===== config.mk =====
export PLATFORM = sky130hd
export DESIGN_NAME = keypad_entry_flat
export DESIGN_NICKNAME = d
export VERILOG_FILES = /design/src/rtl/keypad_entry_pkg.sv /design/src/rtl/keypad_entry_if.sv /design/src/rtl/counter.sv /design/src/rtl/keypad_entry_bcd_to_bin_seq.sv /design/src/rtl/keypad_entry.sv /design/src/flat_wrapper.sv
export SDC_FILE = /design/constraint.sdc
export NUM_CORES = 1
export LEC_CHECK = 0
export ABC_AREA = 1
export BUFFER_PORTS_ARGS = -buffer_cell sky130_fd_sc_hd__clkbuf_2
export CORE_UTILIZATION = 35
export DETAILED_ROUTE_END_ITERATION = 12
export GPL_TIMING_DRIVEN = 0
export PLACE_DENSITY_LB_ADDON = 0.05
export RECOVER_POWER = 25
export SYNTH_ARGS = -nofsm -noshare
export SYNTH_HDL_FRONTEND = slang
export SYNTH_SLANG_ARGS = --single-unit

===== constraint.sdc =====
create_clock -name clk -period 3 [get_ports clk]
set_input_delay 0.6 -clock clk [delete_from_list [all_inputs] [get_ports clk]]
set_output_delay 0.6 -clock clk [all_outputs]
set_load 0.01 [all_outputs]

===== src/rtl/keypad_entry_pkg.sv =====
// rtl/keypad_entry_pkg.sv - shared key codes, state enum and key decode helper for keypad_entry
package keypad_entry_pkg;

    localparam logic [3:0] KEY_BACK = 4'hA;
    localparam logic [3:0] KEY_CLR  = 4'hB;
    localparam logic [3:0] KEY_ENT  = 4'hC;

    typedef enum logic [1:0] {
        ST_IDLE    = 2'd0,
        ST_ENTRY   = 2'd1,
        ST_CONVERT = 2'd2
    } state_t;

    function automatic logic is_digit(input logic [3:0] code);
        return code <= 4'd9;
    endfunction

endpackage


===== src/rtl/keypad_entry_if.sv =====
// rtl/keypad_entry_if.sv - key event input and entry/result outputs of keypad_entry
interface keypad_entry_if #(
    parameter int DIGITS = 4,
    parameter int BIN_W  = 14
);
    localparam int LEN_W = $clog2(DIGITS + 1);

    logic                  key_en;
    logic [3:0]            key_code;
    logic [4*DIGITS-1:0]   entry_bcd;
    logic [LEN_W-1:0]      entry_len;
    logic                  busy;
    logic                  value_valid;
    logic [BIN_W-1:0]      value;
    logic [4*DIGITS-1:0]   value_bcd;
    logic                  overflow;
    logic                  timeout;

    // Scanner / application side
    modport master (
        output key_en, key_code,
        input  entry_bcd, entry_len, busy, value_valid, value, value_bcd, overflow, timeout
    );

    // keypad_entry side
    modport slave (
        input  key_en, key_code,
        output entry_bcd, entry_len, busy, value_valid, value, value_bcd, overflow, timeout
    );

endinterface


===== src/rtl/counter.sv =====
// rtl/counter.sv - free-running up counter with synchronous clear and enable
module counter #(
    parameter int WIDTH = 8
) (
    input  logic             clk,
    input  logic             reset_n,
    input  logic             clr,
    input  logic             en,
    output logic [WIDTH-1:0] count
);

    // Clear has priority over counting
    always_ff @(posedge clk or negedge reset_n) begin
        if (!reset_n) begin
            count <= '0;
        end else if (clr) begin
            count <= '0;
        end else if (en) begin
            count <= count + 1'b1;
        end
    end

endmodule


===== src/rtl/keypad_entry_bcd_to_bin_seq.sv =====
// rtl/keypad_entry_bcd_to_bin_seq.sv - sequential BCD to binary converter, one digit per cycle
module bcd_to_bin_seq
    import keypad_entry_pkg::*;
#(
    parameter int DIGITS = 4,
    parameter int BIN_W  = 14
) (
    input  logic                clk,
    input  logic                reset_n,
    input  logic                start,
    input  logic [4*DIGITS-1:0] bcd_in,
    output logic                busy,
    output logic                last,
    output logic                done,
    output logic [BIN_W-1:0]    result,
    output logic [4*DIGITS-1:0] result_bcd
);

    localparam int IDX_W = (DIGITS > 1) ? $clog2(DIGITS) : 1;
    localparam logic [IDX_W-1:0] IDX_LAST = IDX_W'(DIGITS - 1);

    logic [4*DIGITS-1:0] work;
    logic [4*DIGITS-1:0] bcd_hold;
    logic [BIN_W-1:0]    acc;
    logic [BIN_W-1:0]    acc_next;
    logic [IDX_W-1:0]    idx;

    // acc*10 as shift-add, truncated to BIN_W; the MS digit sits at the top of work
    assign acc_next = (acc << 3) + (acc << 1) + {{(BIN_W-4){1'b0}}, work[4*DIGITS-1 -: 4]};

    // Flags the cycle consuming the final digit so the caller can leave its wait state in step
    assign last = busy && (idx == IDX_LAST);

    // Load on start, then fold one digit per cycle and publish result on the last one
    always_ff @(posedge clk or negedge reset_n) begin
        if (!reset_n) begin
            work       <= '0;
            bcd_hold   <= '0;
            acc        <= '0;
            idx        <= '0;
            busy       <= 1'b0;
            done       <= 1'b0;
            result     <= '0;
            result_bcd <= '0;
        end else begin
            done <= 1'b0;
            if (start && !busy) begin
                work     <= bcd_in;
                bcd_hold <= bcd_in;
                acc      <= '0;
                idx      <= '0;
                busy     <= 1'b1;
            end else if (busy) begin
                acc  <= acc_next;
                work <= work << 4;
                idx  <= idx + 1'b1;
                if (last) begin
                    busy       <= 1'b0;
                    done       <= 1'b1;
                    result     <= acc_next;
                    result_bcd <= bcd_hold;
                end
            end
        end
    end

endmodule


===== src/rtl/keypad_entry.sv =====
// rtl/keypad_entry.sv - assembles keypad events into a BCD entry and commits it as a binary value
module keypad_entry
    import keypad_entry_pkg::*;
#(
    parameter int DIGITS  = 4,
    parameter int BIN_W   = 14,
    parameter int TIMEOUT = 50000000
) (
    input  logic          clk,
    input  logic          reset_n,
    keypad_entry_if.slave bus
);

    localparam int ENTRY_W = 4 * DIGITS;
    localparam int LEN_W   = $clog2(DIGITS + 1);
    localparam int CNT_W   = (TIMEOUT > 1) ? $clog2(TIMEOUT) : 1;
    localparam logic [LEN_W-1:0] LEN_MAX  = LEN_W'(DIGITS);
    localparam logic [LEN_W-1:0] LEN_ONE  = LEN_W'(1);
    localparam logic [CNT_W-1:0] TMO_LAST = CNT_W'((TIMEOUT > 0) ? TIMEOUT - 1 : 0);
    localparam logic             TMO_ON   = (TIMEOUT > 0);

    state_t               state;
    logic                 pending;
    logic                 key_vld;
    logic [3:0]           code_q;
    logic [ENTRY_W-1:0]   entry_q;
    logic [LEN_W-1:0]     len_q;
    logic                 ovf_q;
    logic                 tmo_q;

    logic                 conv_start;
    logic                 conv_busy;
    logic                 conv_last;
    logic                 conv_done;
    logic [BIN_W-1:0]     conv_result;
    logic [ENTRY_W-1:0]   conv_bcd;

    logic [CNT_W-1:0]     idle_cnt;
    logic                 key_act;
    logic                 tmo_hit;
    logic                 cnt_clr;

    assign key_act    = key_vld && (state != ST_CONVERT);
    assign conv_start = key_vld && (code_q == KEY_ENT) && (state == ST_ENTRY);
    assign tmo_hit    = TMO_ON && (state == ST_ENTRY) && (idle_cnt == TMO_LAST);
    assign cnt_clr    = key_act || (state != ST_ENTRY) || tmo_hit;

    // Two-stage key capture: flag the event, then grab the code on the following cycle.
    // Anything in flight while converting (or as conversion starts) is thrown away.
    always_ff @(posedge clk or negedge reset_n) begin
        if (!reset_n) begin
            pending <= 1'b0;
            key_vld <= 1'b0;
            code_q  <= '0;
        end else if ((state == ST_CONVERT) || conv_start) begin
            pending <= 1'b0;
            key_vld <= 1'b0;
        end else begin
            key_vld <= pending;
            pending <= bus.key_en && !pending;
            if (pending) begin
                code_q <= bus.key_code;
            end
        end
    end

    // Entry editing, commit and auto-clear state machine
    always_ff @(posedge clk or negedge reset_n) begin
        if (!reset_n) begin
            state   <= ST_IDLE;
            entry_q <= '0;
            len_q   <= '0;
            ovf_q   <= 1'b0;
            tmo_q   <= 1'b0;
        end else begin
            ovf_q <= 1'b0;
            tmo_q <= 1'b0;
            case (state)
                ST_IDLE, ST_ENTRY: begin
                    if (key_vld) begin
                        if (is_digit(code_q)) begin
                            if (len_q < LEN_MAX) begin
                                entry_q <= (entry_q << 4) | ENTRY_W'(code_q);
                                len_q   <= len_q + 1'b1;
                                state   <= ST_ENTRY;
                            end else begin
                                ovf_q <= 1'b1;
                            end
                        end else if (code_q == KEY_BACK) begin
                            if (len_q != '0) begin
                                entry_q <= entry_q >> 4;
                                len_q   <= len_q - 1'b1;
                                state   <= (len_q == LEN_ONE) ? ST_IDLE : ST_ENTRY;
                            end
                        end else if (code_q == KEY_CLR) begin
                            entry_q <= '0;
                            len_q   <= '0;
                            state   <= ST_IDLE;
                        end else if (conv_start) begin
                            state <= ST_CONVERT;
                        end
                    end else if (tmo_hit) begin
                        entry_q <= '0;
                        len_q   <= '0;
                        tmo_q   <= 1'b1;
                        state   <= ST_IDLE;
                    end
                end
                ST_CONVERT: begin
                    if (conv_last) begin
                        entry_q <= '0;
                        len_q   <= '0;
                        state   <= ST_IDLE;
                    end
                end
                default: state <= ST_IDLE;
            endcase
        end
    end

    counter #(
        .WIDTH (CNT_W)
    ) u_idle_cnt (
        .clk     (clk),
        .reset_n (reset_n),
        .clr     (cnt_clr),
        .en      (state == ST_ENTRY),
        .count   (idle_cnt)
    );

    bcd_to_bin_seq #(
        .DIGITS (DIGITS),
        .BIN_W  (BIN_W)
    ) u_conv (
        .clk        (clk),
        .reset_n    (reset_n),
        .start      (conv_start),
        .bcd_in     (entry_q),
        .busy       (conv_busy),
        .last       (conv_last),
        .done       (conv_done),
        .result     (conv_result),
        .result_bcd (conv_bcd)
    );

    assign bus.entry_bcd   = entry_q;
    assign bus.entry_len   = len_q;
    assign bus.busy        = conv_busy;
    assign bus.value_valid = conv_done;
    assign bus.value       = conv_result;
    assign bus.value_bcd   = conv_bcd;
    assign bus.overflow    = ovf_q;
    assign bus.timeout     = tmo_q;

endmodule


===== src/flat_wrapper.sv =====
// flat-port wrapper written by rule: the top's interface ports become plain ports
module keypad_entry_flat import keypad_entry_pkg::*;
#(
    parameter int DIGITS  = 4,
    parameter int BIN_W   = 14,
    parameter int TIMEOUT = 50000000
)
  (clk, reset_n, bus_key_en, bus_key_code, bus_entry_bcd, bus_entry_len, bus_busy, bus_value_valid, bus_value, bus_value_bcd, bus_overflow, bus_timeout);
  keypad_entry_if #(.DIGITS(DIGITS), .BIN_W(BIN_W)) bus_i ();
  input  logic clk;
  input  logic reset_n;
  input wire logic [$bits(bus_i.key_en)-1:0] bus_key_en;
  input wire logic [$bits(bus_i.key_code)-1:0] bus_key_code;
  output wire logic [$bits(bus_i.entry_bcd)-1:0] bus_entry_bcd;
  output wire logic [$bits(bus_i.entry_len)-1:0] bus_entry_len;
  output wire logic [$bits(bus_i.busy)-1:0] bus_busy;
  output wire logic [$bits(bus_i.value_valid)-1:0] bus_value_valid;
  output wire logic [$bits(bus_i.value)-1:0] bus_value;
  output wire logic [$bits(bus_i.value_bcd)-1:0] bus_value_bcd;
  output wire logic [$bits(bus_i.overflow)-1:0] bus_overflow;
  output wire logic [$bits(bus_i.timeout)-1:0] bus_timeout;
  assign bus_i.key_en = bus_key_en;
  assign bus_i.key_code = bus_key_code;
  assign bus_entry_bcd = bus_i.entry_bcd;
  assign bus_entry_len = bus_i.entry_len;
  assign bus_busy = bus_i.busy;
  assign bus_value_valid = bus_i.value_valid;
  assign bus_value = bus_i.value;
  assign bus_value_bcd = bus_i.value_bcd;
  assign bus_overflow = bus_i.overflow;
  assign bus_timeout = bus_i.timeout;
  keypad_entry #(.DIGITS(DIGITS), .BIN_W(BIN_W), .TIMEOUT(TIMEOUT)) u_core (.clk(clk), .reset_n(reset_n), .bus(bus_i));
endmodule

==> metrics.yaml <==
clock-skew-final_ns: 0.01126
fin_hold_ws_ns: 0.1141
worst-endpoint-arrival_ns: 2.69
num_vias: 5686
drc: 0
synthesis.instances: 843
detailed_place_hpwl_mm: 12.92
reg2reg_from: "u_core.u_conv.work[15]"
final_min_period_over_clock_period: 0.7944
mappedNetlistArea_sq_mm: 0.006832
vias_in_the_first_global_route: 5487
nets: 959
totalPowerFinal_mw: 5.396
terminus_of_the_critical_flop_to_flop_path: "u_core.u_conv.result[8]"
clockRootBuffer: "clkbuf_16"
cts-root-to-sink-buffers: 2
synth_edf_count: 0
clk-insertion-delay-late_ns: 0.42
overall_global_routing_resource_usage: 0.1853
power_switching_share: 0.3486
irDropWorstVdd_v: 0.0004225
total_of_flip_flops_plus_latches_after_synthesis: 134
reg2regPathDepth: 11
post_route_antenna_net_violation_count: 0
yosys_warnings: 0
clock_sinks: 134
die_w_um: 141.7
syn_avg_cell_area_sq_um: 8.104
cts.hold.buffers_added: 0
finalWorstPathRequiredPeriod_ns: 2.383
ctsHtreeMaxLevel: 4
antenna_found_initial: 0
detail_route.wl_per_cell_um: 14.56
globalRoute.totalOverflow: 0
timing_worst_setup_path_type: "flop to flop"
num-fill-cells: 1977
outcome: "complete, but fails checks"
critical_path_peak_fanout: 3
post-cts-setup-buffers: 0
core_area_sq_mm: 0.01889
tritoncts: "done"
start_util: 0.3616
layout-drive-gt1-share: 0.1455
timing.critical_path.to_type: "flop"
net_load_switching_power_mw: 1.881
tritoncts.num_buffers: 17
chipHeight_um: 141.7
share_seq_of_total_power: 0.400
synthToLayoutAreaGrowth_pct: 17.82
postRouteWirelength_mm: 17.40
report.final.slew_viol_count: 84
timing.reg2reg.setup_slack_ns: 0.62
mapped_nets: 880
power_density_mw_per_mm2: 670.4
share_of_total_power_in_the_clock_network: 0.386
synth_seq_area_share: 0.4908
startpoint_type: "flop"
die_area_sq_mm: 0.02008
post_synth_most_frequent_cells: "nand2_1 (256), dfrtp_1 (134), nor2_1 (86)"
avgViaCountPerCell: 4.758
failed_checks: "max-capacitance violations, max-slew violations"
buffer_ports.inserted: 59
report.final.hold_viol_count: 0
comb_power_share: 0.215
asyncSetResetFlopFracSynth: 1.000
detailedRoute.firstPassIterationCount: 5
finalSetupViolations: 0
max-slew-margin-rel: -0.2307
required_ns: 3.31
antennaDiodeCount: 0
io_pins: 60
cts.repair.resized: 0
power.internal_mw: 3.515
synth_top_flop_cell: "dfrtp_1"
max_freq_ghz: 0.4196
synth.most_common_cell: "nand2_1"
drv.max_cap_violation_count: 1
hold_path_class: "input port to async pin"
synth.distinct_cells: 37
grt_max_degree: 84
tightestPinTransition_ns: 1.846
clkTransAtPathRegs_ns: 0.06
synth_top_area_frac: 0.4908
synth_top_area_cell: "dfrtp_1"
unrepaired_setup_endpoints_after_global_routing: "no"
synth_top_cells_by_area: "dfrtp_1 (49%), nand2_1 (14%), ha_1 (5.1%)"
detailedRoute.firstIterationViolations: 368
globalplace.congestion: 0.8738
static-leakage-power_nw: 4.020
wire_length_of_the_first_global_routing_pass_mm: 28.70
rows: 50
## sequential cells by signal, summed over array words and instances, names as in the netlist, 2 cells and up
signal and count:
u_core.u_conv.acc 13, u_core.u_conv.bcd_hold 16, u_core.u_conv.work 16, u_core.u_conv.result 14, u_core.bus.entry_len 3, u_core.u_conv.idx 2, u_core.code_q 4, u_core.bus.entry_bcd 16
u_core.u_idle_cnt.count 26, u_core.state 2, u_core.u_conv.result_bcd 16
## cell type report
class | count | area, sq um | share of cell area
timing repair buffer | 60 | 309.0 | 0.03840
inverter | 94 | 352.8 | 0.04384
clock inverter | 15 | 157.7 | 0.01959
multi-input combinational | 591 | 3007 | 0.3735
clock buffer | 17 | 425.4 | 0.05285
tap | 260 | 325.3 | 0.04042
buffer | 24 | 118.9 | 0.01477
sequential | 134 | 3353 | 0.4166
## cells in the final DEF, fill, tap and decap left out, types with 2 or more instances in the layout
cell type  count
o21ai_0       38
clkbuf_2      58
ha_1          28
o22ai_1        6
o21bai_1       2
nand2_1      256
nand3_1       50
o211ai_1       4
nand4_1       25
xnor2_1       10
inv_8          4
o21ai_1       14
a21oi_1       11
inv_2          9
nor2_4         2
nor3_1        16
o221ai_1       7
buf_2         15
nand2_2        3
nor2_1        86
inv_1         85
nor2_2         5
nand3_2        2
or2_2          3
inv_6          7
dfrtp_1      134
fa_1           2
clkbuf_16     17
clkbuf_1       8
xor2_1        12
## how the worst max path moves through the flow
stage	startpoint	end	slack [ns]	cells past startpoint
after floorplan	u_core.u_conv.work[15]	u_core.u_conv.acc[8]	0.80	11
after global routing	reset_n	u_core.bus.entry_bcd[5]	0.28	2
after global placement	reset_n	u_core.bus.entry_len[2]	-0.89	1
after detailed placement	u_core.u_conv.work[15]	u_core.u_conv.result[8]	0.62	11
final	u_core.u_conv.work[15]	u_core.u_conv.result[8]	0.62	11
after CTS	u_core.u_conv.work[15]	u_core.u_conv.result[8]	0.60	11
## stage by stage
stage	std cells	util	worst slack (ns)	TNS (ns)	instance area, sq um
finish	1195	0.4260	0.6167	0	8049
global placement	1162	0.3944	-0.8927	-118.39	7452
detailed placement	1163	0.3964	0.6206	0	7488
CTS	1195	0.4272	0.6004	0	8071
floorplan	843	-	0.8013	0	6832
global route	1195	0.4260	0.2768	0	8049
## worst max-delay path, stage by stage (launching register included)
cell and delay, ns:
dfrtp_1 0.32, inv_1 0.07, fa_1 0.54, inv_1 0.07
fa_1 0.49, nand3_1 0.11, nand2_1 0.11, nand2_1 0.08
nand2_1 0.06, or2_2 0.29, nand3_1 0.08, nand2_1 0.05
## routing by layer
layer,track usage,part of all wire
met5,0,0
met4,0.05546,0.012
met3,0.03712,0.029
met2,0.2927,0.46
met1,0.2562,0.50
## cells by family (layout without fill, tap and decap cells)
kind of cell,Yosys count,after routing,share of synthesized area
adders and majority gates,30,30,0.05714
buffers and inverters,118,210,0.06905
AOI/OAI and AO/OA,85,85,0.07070
DFF,134,134,0.4908
and+or+nand+nor,454,454,0.2841
xor gates and xnor gates,22,22,0.02820
## power groups by stage
stage               clock (mW)  combinational, mW  sequential (mW)
detailed placement           0               1.18             2.19
floorplan                    0              0.756             2.16
global placement             0               1.15             2.19
finish                    2.08               1.16             2.16
global route              2.22               1.31             2.18
CTS                       2.14               1.18             2.16
Power figures use the tool's default switching activity.
